**src/rtl/rgb_ycbcr_pkg.sv**
```systemverilog
// Shared constants and helpers for the BT.601 RGB -> YCbCr 4:2:2 converter.
package rgb_ycbcr_pkg;

  localparam int COEF_W    = 10;
  localparam int ACC_W     = 20;
  localparam int PIX_W     = 9;
  localparam int LATENCY   = 3;
  localparam int RND_SHIFT = 9;

  localparam int Y_MIN = 16;
  localparam int Y_MAX = 235;
  localparam int C_MIN = 16;
  localparam int C_MAX = 240;

  localparam logic [7:0] Y_BLANK = 8'h10;
  localparam logic [7:0] C_BLANK = 8'h80;

  typedef logic signed [COEF_W-1:0] coef_t;

  typedef struct packed {
    coef_t kr;
    coef_t kg;
    coef_t kb;
  } coef3_t;

  // Coefficients are scaled by 512 against doubled (or pair-summed) RGB.
  localparam coef3_t Y_COEF  = '{kr: coef_t'(66),  kg: coef_t'(129), kb: coef_t'(25)};
  localparam coef3_t CB_COEF = '{kr: coef_t'(-38), kg: coef_t'(-74), kb: coef_t'(112)};
  localparam coef3_t CR_COEF = '{kr: coef_t'(112), kg: coef_t'(-94), kb: coef_t'(-18)};

  function automatic logic [7:0] clamp8(int v, int lo, int hi);
    if (v < lo) return 8'(lo);
    if (v > hi) return 8'(hi);
    return 8'(v);
  endfunction

endpackage

```
**src/rtl/rgb_to_ycbcr422_if.sv**
```systemverilog
// Pixel-stream bundle between the 4:2:2 pair stage (master) and the converter (slave).
interface rgb_to_ycbcr422_if;
  logic [8:0] r1_in, g1_in, b1_in;
  logic [8:0] r2_in, g2_in, b2_in;
  logic       pair_start_in;
  logic       hsync_in, vsync_in, de_in;
  logic [7:0] y_out, c_out;
  logic       c_is_cr_out;
  logic       hsync_out, vsync_out, de_out;

  modport master (
    output r1_in, g1_in, b1_in, r2_in, g2_in, b2_in, pair_start_in,
    output hsync_in, vsync_in, de_in,
    input  y_out, c_out, c_is_cr_out, hsync_out, vsync_out, de_out
  );

  modport slave (
    input  r1_in, g1_in, b1_in, r2_in, g2_in, b2_in, pair_start_in,
    input  hsync_in, vsync_in, de_in,
    output y_out, c_out, c_is_cr_out, hsync_out, vsync_out, de_out
  );
endinterface

```
**src/rtl/ycc_mac3.sv**
```systemverilog
// Three-term signed MAC: registered products, registered sum, then combinational
// round/shift/offset/clamp feeding the caller's output register.
module ycc_mac3
  import rgb_ycbcr_pkg::*;
#(
  parameter coef3_t COEF   = '0,
  parameter int     OFFSET = 0,
  parameter int     LO     = 0,
  parameter int     HI     = 255
) (
  input  logic             clk,
  input  logic             rst,
  input  logic [PIX_W-1:0] a,
  input  logic [PIX_W-1:0] b,
  input  logic [PIX_W-1:0] c,
  output logic [7:0]       res
);

  localparam logic signed [ACC_W-1:0] KA    = ACC_W'(signed'(COEF.kr));
  localparam logic signed [ACC_W-1:0] KB    = ACC_W'(signed'(COEF.kg));
  localparam logic signed [ACC_W-1:0] KC    = ACC_W'(signed'(COEF.kb));
  localparam logic signed [ACC_W-1:0] ROUND = ACC_W'(1 << (RND_SHIFT - 1));

  logic signed [ACC_W-1:0] a_x, b_x, c_x;
  logic signed [ACC_W-1:0] pa_q, pb_q, pc_q;
  logic signed [ACC_W-1:0] sum_q, rnd;

  // Inputs are unsigned 0..511; zero-extend so the multiply stays signed.
  assign a_x = ACC_W'(a);
  assign b_x = ACC_W'(b);
  assign c_x = ACC_W'(c);

  always_ff @(posedge clk or posedge rst) begin
    if (rst) begin
      pa_q  <= '0;
      pb_q  <= '0;
      pc_q  <= '0;
      sum_q <= '0;
    end else begin
      pa_q  <= a_x * KA;
      pb_q  <= b_x * KB;
      pc_q  <= c_x * KC;
      sum_q <= pa_q + pb_q + pc_q;
    end
  end

  assign rnd = (sum_q + ROUND) >>> RND_SHIFT;
  assign res = clamp8(int'(rnd) + OFFSET, LO, HI);

endmodule

```
**src/rtl/rgb_to_ycbcr422.sv**
```systemverilog
// BT.601 studio-swing RGB -> YCbCr 4:2:2 converter, fixed 3-clock latency.
module rgb_to_ycbcr422
  import rgb_ycbcr_pkg::*;
#(
  parameter int Y_OFFSET = 16,
  parameter int C_OFFSET = 128,
  parameter int CLAMP_EN = 1
) (
  input logic              clk,
  input logic              rst,
  rgb_to_ycbcr422_if.slave bus
);

  localparam int YLo  = (CLAMP_EN != 0) ? Y_MIN : 0;
  localparam int YHi  = (CLAMP_EN != 0) ? Y_MAX : 255;
  localparam int CLo  = (CLAMP_EN != 0) ? C_MIN : 0;
  localparam int CHi  = (CLAMP_EN != 0) ? C_MAX : 255;
  localparam int Last = LATENCY - 2;
  localparam logic [7:0] CZero = 8'(C_OFFSET);

  logic [7:0] y_val, cb_val, cr_val;

  ycc_mac3 #(.COEF(Y_COEF), .OFFSET(Y_OFFSET), .LO(YLo), .HI(YHi)) u_mac_y (
    .clk (clk),
    .rst (rst),
    .a   (bus.r1_in),
    .b   (bus.g1_in),
    .c   (bus.b1_in),
    .res (y_val)
  );

  ycc_mac3 #(.COEF(CB_COEF), .OFFSET(C_OFFSET), .LO(CLo), .HI(CHi)) u_mac_cb (
    .clk (clk),
    .rst (rst),
    .a   (bus.r2_in),
    .b   (bus.g2_in),
    .c   (bus.b2_in),
    .res (cb_val)
  );

  ycc_mac3 #(.COEF(CR_COEF), .OFFSET(C_OFFSET), .LO(CLo), .HI(CHi)) u_mac_cr (
    .clk (clk),
    .rst (rst),
    .a   (bus.r2_in),
    .b   (bus.g2_in),
    .c   (bus.b2_in),
    .res (cr_val)
  );

  logic [LATENCY-2:0] de_q, hs_q, vs_q, start_q;
  logic [7:0]         y_q, c_q, cr_hold_q, c_sel;
  logic               c_is_cr_q, de_out_q, hs_out_q, vs_out_q;

  // A start always emits Cb, so a second back-to-back start overwrites the held Cr.
  always_comb begin
    c_sel = cr_hold_q;
    if (start_q[Last]) c_sel = cb_val;
  end

  always_ff @(posedge clk or posedge rst) begin
    if (rst) begin
      de_q      <= '0;
      hs_q      <= '0;
      vs_q      <= '0;
      start_q   <= '0;
      y_q       <= Y_BLANK;
      c_q       <= C_BLANK;
      c_is_cr_q <= 1'b0;
      de_out_q  <= 1'b0;
      hs_out_q  <= 1'b0;
      vs_out_q  <= 1'b0;
      cr_hold_q <= CZero;
    end else begin
      de_q      <= {de_q[LATENCY-3:0], bus.de_in};
      hs_q      <= {hs_q[LATENCY-3:0], bus.hsync_in};
      vs_q      <= {vs_q[LATENCY-3:0], bus.vsync_in};
      start_q   <= {start_q[LATENCY-3:0], bus.pair_start_in};
      de_out_q  <= de_q[Last];
      hs_out_q  <= hs_q[Last];
      vs_out_q  <= vs_q[Last];
      y_q       <= de_q[Last] ? y_val : Y_BLANK;
      c_q       <= de_q[Last] ? c_sel : C_BLANK;
      c_is_cr_q <= ~start_q[Last];
      if (start_q[Last]) cr_hold_q <= cr_val;
    end
  end

  assign bus.y_out       = y_q;
  assign bus.c_out       = c_q;
  assign bus.c_is_cr_out = c_is_cr_q;
  assign bus.de_out      = de_out_q;
  assign bus.hsync_out   = hs_out_q;
  assign bus.vsync_out   = vs_out_q;

endmodule

```
**src/flat_wrapper.sv**
```systemverilog
// flat-port wrapper written by rule: the top's interface ports become plain ports
module rgb_to_ycbcr422_flat import rgb_ycbcr_pkg::*;
#(
  parameter int Y_OFFSET = 16,
  parameter int C_OFFSET = 128,
  parameter int CLAMP_EN = 1
)
  (clk, rst, bus_r1_in, bus_g1_in, bus_b1_in, bus_r2_in, bus_g2_in, bus_b2_in, bus_pair_start_in, bus_hsync_in, bus_vsync_in, bus_de_in, bus_y_out, bus_c_out, bus_c_is_cr_out, bus_hsync_out, bus_vsync_out, bus_de_out);
  rgb_to_ycbcr422_if bus_i ();
  input logic clk;
  input logic rst;
  input wire logic [$bits(bus_i.r1_in)-1:0] bus_r1_in;
  input wire logic [$bits(bus_i.g1_in)-1:0] bus_g1_in;
  input wire logic [$bits(bus_i.b1_in)-1:0] bus_b1_in;
  input wire logic [$bits(bus_i.r2_in)-1:0] bus_r2_in;
  input wire logic [$bits(bus_i.g2_in)-1:0] bus_g2_in;
  input wire logic [$bits(bus_i.b2_in)-1:0] bus_b2_in;
  input wire logic [$bits(bus_i.pair_start_in)-1:0] bus_pair_start_in;
  input wire logic [$bits(bus_i.hsync_in)-1:0] bus_hsync_in;
  input wire logic [$bits(bus_i.vsync_in)-1:0] bus_vsync_in;
  input wire logic [$bits(bus_i.de_in)-1:0] bus_de_in;
  output wire logic [$bits(bus_i.y_out)-1:0] bus_y_out;
  output wire logic [$bits(bus_i.c_out)-1:0] bus_c_out;
  output wire logic [$bits(bus_i.c_is_cr_out)-1:0] bus_c_is_cr_out;
  output wire logic [$bits(bus_i.hsync_out)-1:0] bus_hsync_out;
  output wire logic [$bits(bus_i.vsync_out)-1:0] bus_vsync_out;
  output wire logic [$bits(bus_i.de_out)-1:0] bus_de_out;
  assign bus_i.r1_in = bus_r1_in;
  assign bus_i.g1_in = bus_g1_in;
  assign bus_i.b1_in = bus_b1_in;
  assign bus_i.r2_in = bus_r2_in;
  assign bus_i.g2_in = bus_g2_in;
  assign bus_i.b2_in = bus_b2_in;
  assign bus_i.pair_start_in = bus_pair_start_in;
  assign bus_i.hsync_in = bus_hsync_in;
  assign bus_i.vsync_in = bus_vsync_in;
  assign bus_i.de_in = bus_de_in;
  assign bus_y_out = bus_i.y_out;
  assign bus_c_out = bus_i.c_out;
  assign bus_c_is_cr_out = bus_i.c_is_cr_out;
  assign bus_hsync_out = bus_i.hsync_out;
  assign bus_vsync_out = bus_i.vsync_out;
  assign bus_de_out = bus_i.de_out;
  rgb_to_ycbcr422 #(.Y_OFFSET(Y_OFFSET), .C_OFFSET(C_OFFSET), .CLAMP_EN(CLAMP_EN)) u_core (.clk(clk), .rst(rst), .bus(bus_i));
endmodule
```
**config.mk**
```make
export PLATFORM = sky130hd
export DESIGN_NAME = rgb_to_ycbcr422_flat
export DESIGN_NICKNAME = d
export VERILOG_FILES = /design/src/rtl/rgb_ycbcr_pkg.sv /design/src/rtl/rgb_to_ycbcr422_if.sv /design/src/rtl/ycc_mac3.sv /design/src/rtl/rgb_to_ycbcr422.sv /design/src/flat_wrapper.sv
export SDC_FILE = /design/constraint.sdc
export NUM_CORES = 1
export LEC_CHECK = 0
export CORE_MARGIN = 2
export CORE_UTILIZATION = 25
export CTS_BUF_LIST = sky130_fd_sc_hd__clkbuf_16
export DETAILED_ROUTE_END_ITERATION = 7
export HOLD_SLACK_MARGIN = 0.1
export PLACE_DENSITY_LB_ADDON = 0.15
export SLEW_MARGIN = 20
export SYNTH_ARGS = -nofsm -noshare
export SYNTH_HDL_FRONTEND = slang
export SYNTH_SLANG_ARGS = --single-unit
```
**constraint.sdc**
```tcl
create_clock -name clk -period 8.27 [get_ports clk]
set_clock_uncertainty 0.05 [all_clocks]
set_input_delay 1.654 -clock clk [delete_from_list [all_inputs] [get_ports clk]]
set_output_delay 1.654 -clock clk [all_outputs]
set_load 0.02 [all_outputs]
```
==> key figures, run 1 <==
Worst setup path
  • CP endpoint kind: register
  • Critical path buffer and inverter count: 5
  • Critical Path Source: bus_g2_in[2]
  • Startpoint Class: input pin
  • FF-to-FF path depth: 9
  • Register-to-register setup slack: 5.09 ns
  • WP data required: 8.68 ns
  • Crit path kind: input pin to register
  • Slowest stage cell, crit path: clkdlybuf4s50_1
  • Critical path cell sequence: clkdlybuf4s50_1, inv_1, ha_1, inv_1, ha_1, inv_1, fa_1, fa_1, inv_1, ha_1, a21o_1, a21oi_1, nor2b_1, o41ai_1, o21ai_1, o41ai_1, xnor2_1
  • RR Startpoint: u_core.u_mac_cr.pa_q[6]
  • Worst setup path endpoint: u_core.u_mac_cb.pb_q[16]
  • Top delay family on crit path: adder cells
  • Worst path depth: 17
  • CP peak stage delay: 0.63 ns
  • Critical path data arrival time: 6.13 ns
  • CP most frequent cell: inv_1
  • CP Max Fanout: 6
  • Reg-to-Reg End: u_core.u_mac_cr.sum_q[18]

Floorplanning
  • IO Pins: 80
  • Die X-Extent: 257 um
  • Die height: 257 um
  • # rows: 92
  • Initial core utilization: 25.3%
  • Core Region: 63200 um^2
  • Die area: 66000 um^2

Worst hold path
  • Hold Crit Class: register to register

Logic synthesis
  • Post-Synthesis Cells: 1480
  • Syn_nets: 1940
  • Sequential fraction of the synthesis area: 31.5%
  • Post-synth EDFFs: 0
  • Async SR Flop Fraction: 100%
  • Netlist Area Pre-Place: 16000 um^2
  • Synth top area cells: dfrtp_1 31%, ha_1 23%, fa_1 14%
  • Yosys reg bits: 201
  • Most frequent cells after synthesis: 289 x ha_1, 212 x inv_1, 198 x dfrtp_1, 111 x fa_1, 73 x a21oi_1
  • Synth Warn #: 0
  • Yosys top cell area share: 31.0%
  • Post-Syn Area per Cell: 10.8 um^2
  • Largest area contributor in the netlist: dfrtp_1
  • Most common cell in the synthesized netlist: ha_1
  • Distinct cell type count of the synthesized netlist: 83
  • Most used DFF post-synth: dfrtp_1

Routing
  • WL met3: 933 um
  • Drt drc: 0
  • Met2 WL: 17.6 mm
  • Antenna-violating nets left: 0
  • WL met1: 16.5 mm
  • TritonRoute pass-1 iters: 4
  • Vias/cell: 4.33
  • Initial drt markers: 395
  • Total vias in the final route: 10545
  • Routed WL per cell: 14.8 um
  • Max layer used: met5
  • Total routed wirelength: 36.1 mm

Global route
  • Total grt overflow: 0
  • Largest net degree at the start of global routing: 82
  • Wire length of the first global-routing pass: 60.5 mm
  • Initial antenna violation count: 4
  • Vias in the first global route: 11533
  • Total global-route track usage: 11.3%

Clocking
  • Post-CTS Hold Fix Bufs: 0
  • Clock sink count: 201
  • Bufs on Longest Clock Path: 3
  • Post-CTS Setup Bufs: 0
  • Worst skew pair latency: 0.54 ns
  • Post-CTS sizing: 0
  • CTS Root Cell: clkbuf_16
  • Worst-path clk slew: 0.06 ns
  • Max H-tree Level: 1
  • CTS tree: done
  • CTS buffer count: 26

Place
  • Gpl congestion: 0.765
  • I/O Buffers: 79
  • Final HPWL DP: 29.7 mm

Power and ir drop
  • Max IR drop VDD: 164 uV
  • LEAKAGE: 8.87 nW
  • Pwr Density: 339 nW/um^2

Cells and area
  • Layout area overhead: 16.5%
  • Share of layout cells above drive strength 1: 4.59%
  • Nets: 2031
  • Fill cell count: 6550

STA
  • Max Fclk: 0.175 GHz
  • Slew Limit Headroom: 45.7%
  • Total negative slack: 0 ns
  • Final Max Tran Viols: 0
  • Final min period: 5.72 ns
  • Worst hold slack: 0.302 ns
  • Hold Vio Cnt, Final: 0
  • Tightest Pin Transition: 0.815 ns
  • RSZ-0062 raised after global routing: no
  • Final Setup Violations: 0
  • Tcrit/Tclk final: 69.2%

Outcome
  • Outcome: complete, no violations

Run
  • Maxcap violations: 0
[cell families (layout without fill, tap and decap cells)]
kind of cell    Yosys count  in the layout  synth area share, %
compound gates          271            271                 11.5
xor+xnor                114            114                 6.29
fa+ha+maj               400            400                 36.5
buf+inv                 230            341                 5.55
flops                   201            201                 31.5
mux                       5              5                0.321
other cells               0              1                    0
simple gates            259            259                 8.39
[how the worst min path moves through the flow]
stage	startpoint	end	slack [ns]	cells past startpoint
global route	u_core.de_q[0]	u_core.de_q[1]	0.31	0
detailed placement	u_core.vs_q[1]	u_core.bus.vsync_out	0.29	0
CTS	u_core.vs_q[1]	u_core.bus.vsync_out	0.31	0
floorplan	u_core.hs_q[1]	u_core.bus.hsync_out	0.28	0
finish	u_core.de_q[0]	u_core.de_q[1]	0.30	0
global placement	u_core.de_q[0]	u_core.de_q[1]	0.28	0
[worst register-to-register path, cell delays in order, from the launching register on]
cell	delay, ns
dfrtp_1	0.41
fa_1	0.48
ha_1	0.32
a21o_1	0.20
a2111oi_2	0.43
a21boi_1	0.20
o31ai_1	0.34
a21oi_1	0.18
o31a_1	0.33
o22ai_1	0.18
[flip-flops by register name, indices dropped and copies added, names as in the netlist, 8 cells and up]
| signal | cells |
|---|---|
| u_core.u_mac_y.pa_q | 15 |
| u_core.cr_hold_q | 8 |
| u_core.u_mac_cb.sum_q | 12 |
| u_core.u_mac_cb.pa_q | 16 |
| u_core.u_mac_cr.pc_q | 15 |
| u_core.u_mac_cr.sum_q | 12 |
| u_core.u_mac_cb.pb_q | 17 |
| u_core.u_mac_y.pc_q | 14 |
| u_core.u_mac_cr.pa_q | 11 |
| u_core.u_mac_cr.pb_q | 16 |
| u_core.u_mac_y.pb_q | 17 |
| u_core.bus.y_out | 8 |
| u_core.u_mac_y.sum_q | 10 |
| u_core.u_mac_cb.pc_q | 10 |
| u_core.bus.c_out | 8 |
[layer usage]
| metal | track usage, % | up-vias |
|---|---|---|
| met5 | 0 | - |
| met4 | 3.15 | 2 |
| met3 | 1.56 | 53 |
| met2 | 19.9 | 116 |
| met1 | 14.5 | 5117 |
| li1 | - | 5257 |
[stage by stage]
stage / worst slack, ns / instances / util (%) / cell area (um^2) / power (W)
floorplan: 1.09 / 1480 / - / 16000 / 0.00430
global placement: 2.04 / 2389 / 28.1 / 17800 / 0.00525
detailed placement: 2.00 / 2389 / 28.1 / 17800 / 0.00525
CTS: 2.57 / 2437 / 29.5 / 18600 / 0.00644
global route: 2.24 / 2437 / 29.5 / 18600 / 0.00698
finish: 2.55 / 2438 / 29.5 / 18600 / 0.00632
[placed cells by master, fill, tap and decap left out, drive strengths merged, types with 44 or more instances in the layout]
master	synthesis	layout
clkdlybuf4s50	0	79
xor2	44	44
a21oi	73	73
xnor2	70	70
o21ai	50	50
dfrtp	198	198
nor2	54	54
ha	289	289
nand2	68	68
fa	111	111
inv	212	215
[report_power, final]
part / internal [W] / switching, W / total, W
registers: 0.00135 / 0.000317 / 0.00167
logic: 0.00157 / 0.00194 / 0.00351
clock network: 0.000682 / 0.000448 / 0.00113
total: 0.00361 / 0.00271 / 0.00632
[layout make-up]
class / instances / area [um^2] / area share, %
diodes: 1 / 2.50 / 0.0134
well taps: 846 / 1060 / 5.68
clock inverters: 21 / 181 / 0.974
repair buffers: 81 / 806 / 4.32
clock buffers: 27 / 676 / 3.63
flip-flops and latches: 201 / 5030 / 27.0
multi-input cells: 1049 / 10100 / 54.1
inverters: 212 / 803 / 4.31
Power figures use the tool's default switching activity.
==> run 2: changes to the inputs <==
clock period = 5.1 ns   (was 8.27 ns; I/O delays follow)
==> run 2 against run 1 <==
Against the previous run:
- non-clock buffer count is 67 higher
- combinational power increased by 68%
- clock power up 64%
- final cell count up 2.6%
- via count up 1.3%
- count of clock-buffer cells in the layout shrank 2
- highest routed layer is now met4
- worst setup slack lost 2.2 ns
- first-iteration DRC count fell by 32%
- die area is the same
- register-to-register slack worse by 3.1 ns
==> key figures, run 2 (same netlist as run 1, synthesis figures left out) <==
Routing
  • Vias/cell: 4.27 (was 4.33)
  • Antenna-violating nets left: 0 (unchanged)
  • Max layer used: met4 (was met5)
  • Initial drt markers: 267 (was 395)
  • WL met3: 965 um (was 933 um)
  • WL met1: 16.6 mm (was 16.5 mm)
  • Routed WL per cell: 14.3 um (was 14.8 um)
  • Total routed wirelength: 35.8 mm (was 36.1 mm)
  • TritonRoute pass-1 iters: 4 (unchanged)
  • Drt drc: 0 (unchanged)
  • Total vias in the final route: 10686 (was 10545)
  • Met2 WL: 17.7 mm (was 17.6 mm)

Power and ir drop
  • LEAKAGE: 9.20 nW (was 8.87 nW)
  • Pwr Total: 0.0104 W (was 0.00632 W)
  • Pwr Density: 544 nW/um^2 (was 339 nW/um^2)
  • Max IR drop VDD: 301 uV (was 164 uV)

Place
  • Gpl congestion: 0.791 (was 0.765)
  • Final HPWL DP: 29.8 mm (was 29.7 mm)
  • I/O Buffers: 79 (unchanged)

STA
  • RSZ-0062 raised after global routing: no (unchanged)
  • Slew Limit Headroom: 55.5% (was 45.7%)
  • Hold Vio Cnt, Final: 0 (unchanged)
  • Tcrit/Tclk final: 93.4%
  • Max Fclk: 0.210 GHz
  • Tightest Pin Transition: 0.667 ns (was 0.815 ns)
  • Final Max Tran Viols: 0 (unchanged)
  • Final min period: 4.76 ns
  • Final Setup Violations: 0 (unchanged)
  • Total negative slack: 0 ns (unchanged)

Global route
  • Initial antenna violation count: 3 (was 4)
  • Wire length of the first global-routing pass: 59.9 mm (was 60.5 mm)
  • Largest net degree at the start of global routing: 128 (was 82)
  • Total grt overflow: 0 (unchanged)
  • Total global-route track usage: 11.2% (was 11.3%)
  • Vias in the first global route: 11536 (was 11533)

Worst setup path
  • FF-to-FF path depth: 9 (unchanged)
  • CP peak stage delay: 0.56 ns (was 0.63 ns)
  • Startpoint Class: input pin (unchanged)
  • Slowest stage cell, crit path: clkdlybuf4s50_1 (unchanged)
  • CP endpoint kind: register (unchanged)
  • WP data required: 5.52 ns (was 8.68 ns)
  • Critical path buffer and inverter count: 4 (was 5)
  • Critical path data arrival time: 5.19 ns (was 6.13 ns)
  • CP most frequent cell: fa_1 (was inv_1)
  • Register-to-register setup slack: 1.99 ns (was 5.09 ns)
  • Critical path cell sequence: clkdlybuf4s50_1, ha_1, buf_4, fa_1, inv_1, fa_1, fa_1, inv_1, ha_1, a21o_1, a31oi_1, o211ai_1, a31o_2, a21oi_1, xnor2_1 (was clkdlybuf4s50_1, inv_1, ha_1, inv_1, ha_1, inv_1, fa_1, fa_1, inv_1, ha_1, a21o_1, a21oi_1, nor2b_1, o41ai_1, o21ai_1, o41ai_1, xnor2_1)
  • Reg-to-Reg End: u_core.u_mac_cr.sum_q[18] (unchanged)
  • Top delay family on crit path: adder cells (unchanged)
  • CP Max Fanout: 5 (was 6)
  • Crit path kind: input pin to register (unchanged)
  • RR Startpoint: u_core.u_mac_cr.pa_q[6] (unchanged)
  • Worst path depth: 15 (was 17)

Cells and area
  • Most frequent cells in the layout: 289 x ha_1, 215 x inv_1, 198 x dfrtp_1 (was 289 x ha_1, 214 x inv_1, 198 x dfrtp_1)
  • Top Registers: u_core.u_mac_cb.pb_q x17, u_core.u_mac_y.pb_q x17 (unchanged)
  • Fill cell count: 6526 (was 6550)
  • Share of layout cells above drive strength 1: 8.34% (was 4.59%)
  • Commonest non-fill, non-tap cell in the layout: ha_1 (unchanged)
  • Layout area overhead: 19.8% (was 16.5%)
  • ANT cells: 0 (was 1)
  • Register area: 5030 um^2 (unchanged)
  • Area of the multi-input gates: 10100 um^2 (about the same)
  • Nets: 2097 (was 2031)

Clocking
  • Post-CTS Hold Fix Bufs: 0 (unchanged)
  • CTS tree: done (unchanged)
  • Bufs on Longest Clock Path: 3 (unchanged)
  • Worst skew pair latency: 0.55 ns (was 0.54 ns)
  • Worst-path clk slew: 0.06 ns (about the same)
  • Max H-tree Level: 1 (unchanged)
  • Clock sink count: 201 (unchanged)
  • CTS Root Cell: clkbuf_16 (unchanged)
  • CTS buffer count: 25 (was 26)

Worst hold path
  • Worst Hold Launch: u_core.hs_q[0] (was u_core.de_q[0])
  • WHS Path Cells: 0 (unchanged)
  • Hold worst-path end: u_core.hs_q[1] (was u_core.de_q[1])
  • Hold Crit Class: register to register (unchanged)

Floorplanning
  • Die X-Extent: 257 um (unchanged)
  • Die height: 257 um (unchanged)
  • Initial core utilization: 25.3% (unchanged)
  • Core Region: 63200 um^2 (unchanged)
  • Die area: 66000 um^2 (unchanged)
  • # rows: 92 (unchanged)
  • IO Pins: 80 (unchanged)

Outcome
  • Outcome: complete, no violations (unchanged)

Run
  • Maxcap violations: 0 (unchanged)
[run 2: cell type report]
cell class | count | area share (%)
clock inverters | 20 | 1.23
multi-input cells | 1049 | 52.6
well taps | 846 | 5.52
inverters | 212 | 4.17
clock buffers | 25 | 3.26
flip-flops and latches | 201 | 26.3
repair buffers | 148 | 6.96
[run 2: worst max-delay path by stage]
stage,end,start,slack [ns]
floorplan,u_core.u_mac_cb.pb_q[16],bus_g2_in[2],0.54
detailed placement,u_core.u_mac_cr.pc_q[13],bus_b2_in[4],-0.60
global route,u_core.u_mac_cb.pb_q[16],bus_g2_in[2],0.13
global placement,u_core.u_mac_cr.pc_q[13],bus_b2_in[4],-0.49
finish,u_core.u_mac_cb.pb_q[18],bus_g2_in[4],0.34
CTS,u_core.u_mac_cr.pc_q[13],bus_b2_in[4],0.005
[run 2: repair_timing]
action / in CTS / in global routing
gates resized for setup: 0 / 2
buffers inserted: 0 / 0
endpoints found under the setup margin: 0 / 1
[run 2: worst reg2reg max path, delay by kind of cell, from the launching register on]
| family | cells | cell delay [ns] |
|---|---|---|
| flops | 1 | 0.40 |
| fa+ha+maj | 2 | 0.82 |
| compound gates | 7 | 1.78 |
[run 2: per-stage QoR]
stage | setup WS, ns | utilization, % | cell area (um^2) | cells | hold WS [ns]
3_5_place_dp | -0.595 | 29.0 | 18300 | 2456 | 0.285
5_1_grt | 0.128 | 30.3 | 19200 | 2501 | 0.302
4_1_cts | 0.00538 | 30.3 | 19200 | 2501 | 0.298
2_1_floorplan | 0.538 | - | 16000 | 1480 | 0.281
6_report | 0.336 | 30.3 | 19200 | 2501 | 0.296
3_3_place_gp | -0.492 | 29.0 | 18300 | 2456 | 0.282
[run 2: metal layers]
layer  vias up  track usage (%)
met5         -                0
li1       5381                -
met2       105             20.0
met3        34             1.39
met1      5166             14.6
met4         0             2.16
[run 2: where the power goes]
part	switching, W	internal (W)	leakage, nW
Clock	0.000705	0.00115	0.434
Combinational	0.00318	0.00270	6.40
Sequential	0.000498	0.00220	2.36
Total	0.00438	0.00604	9.20
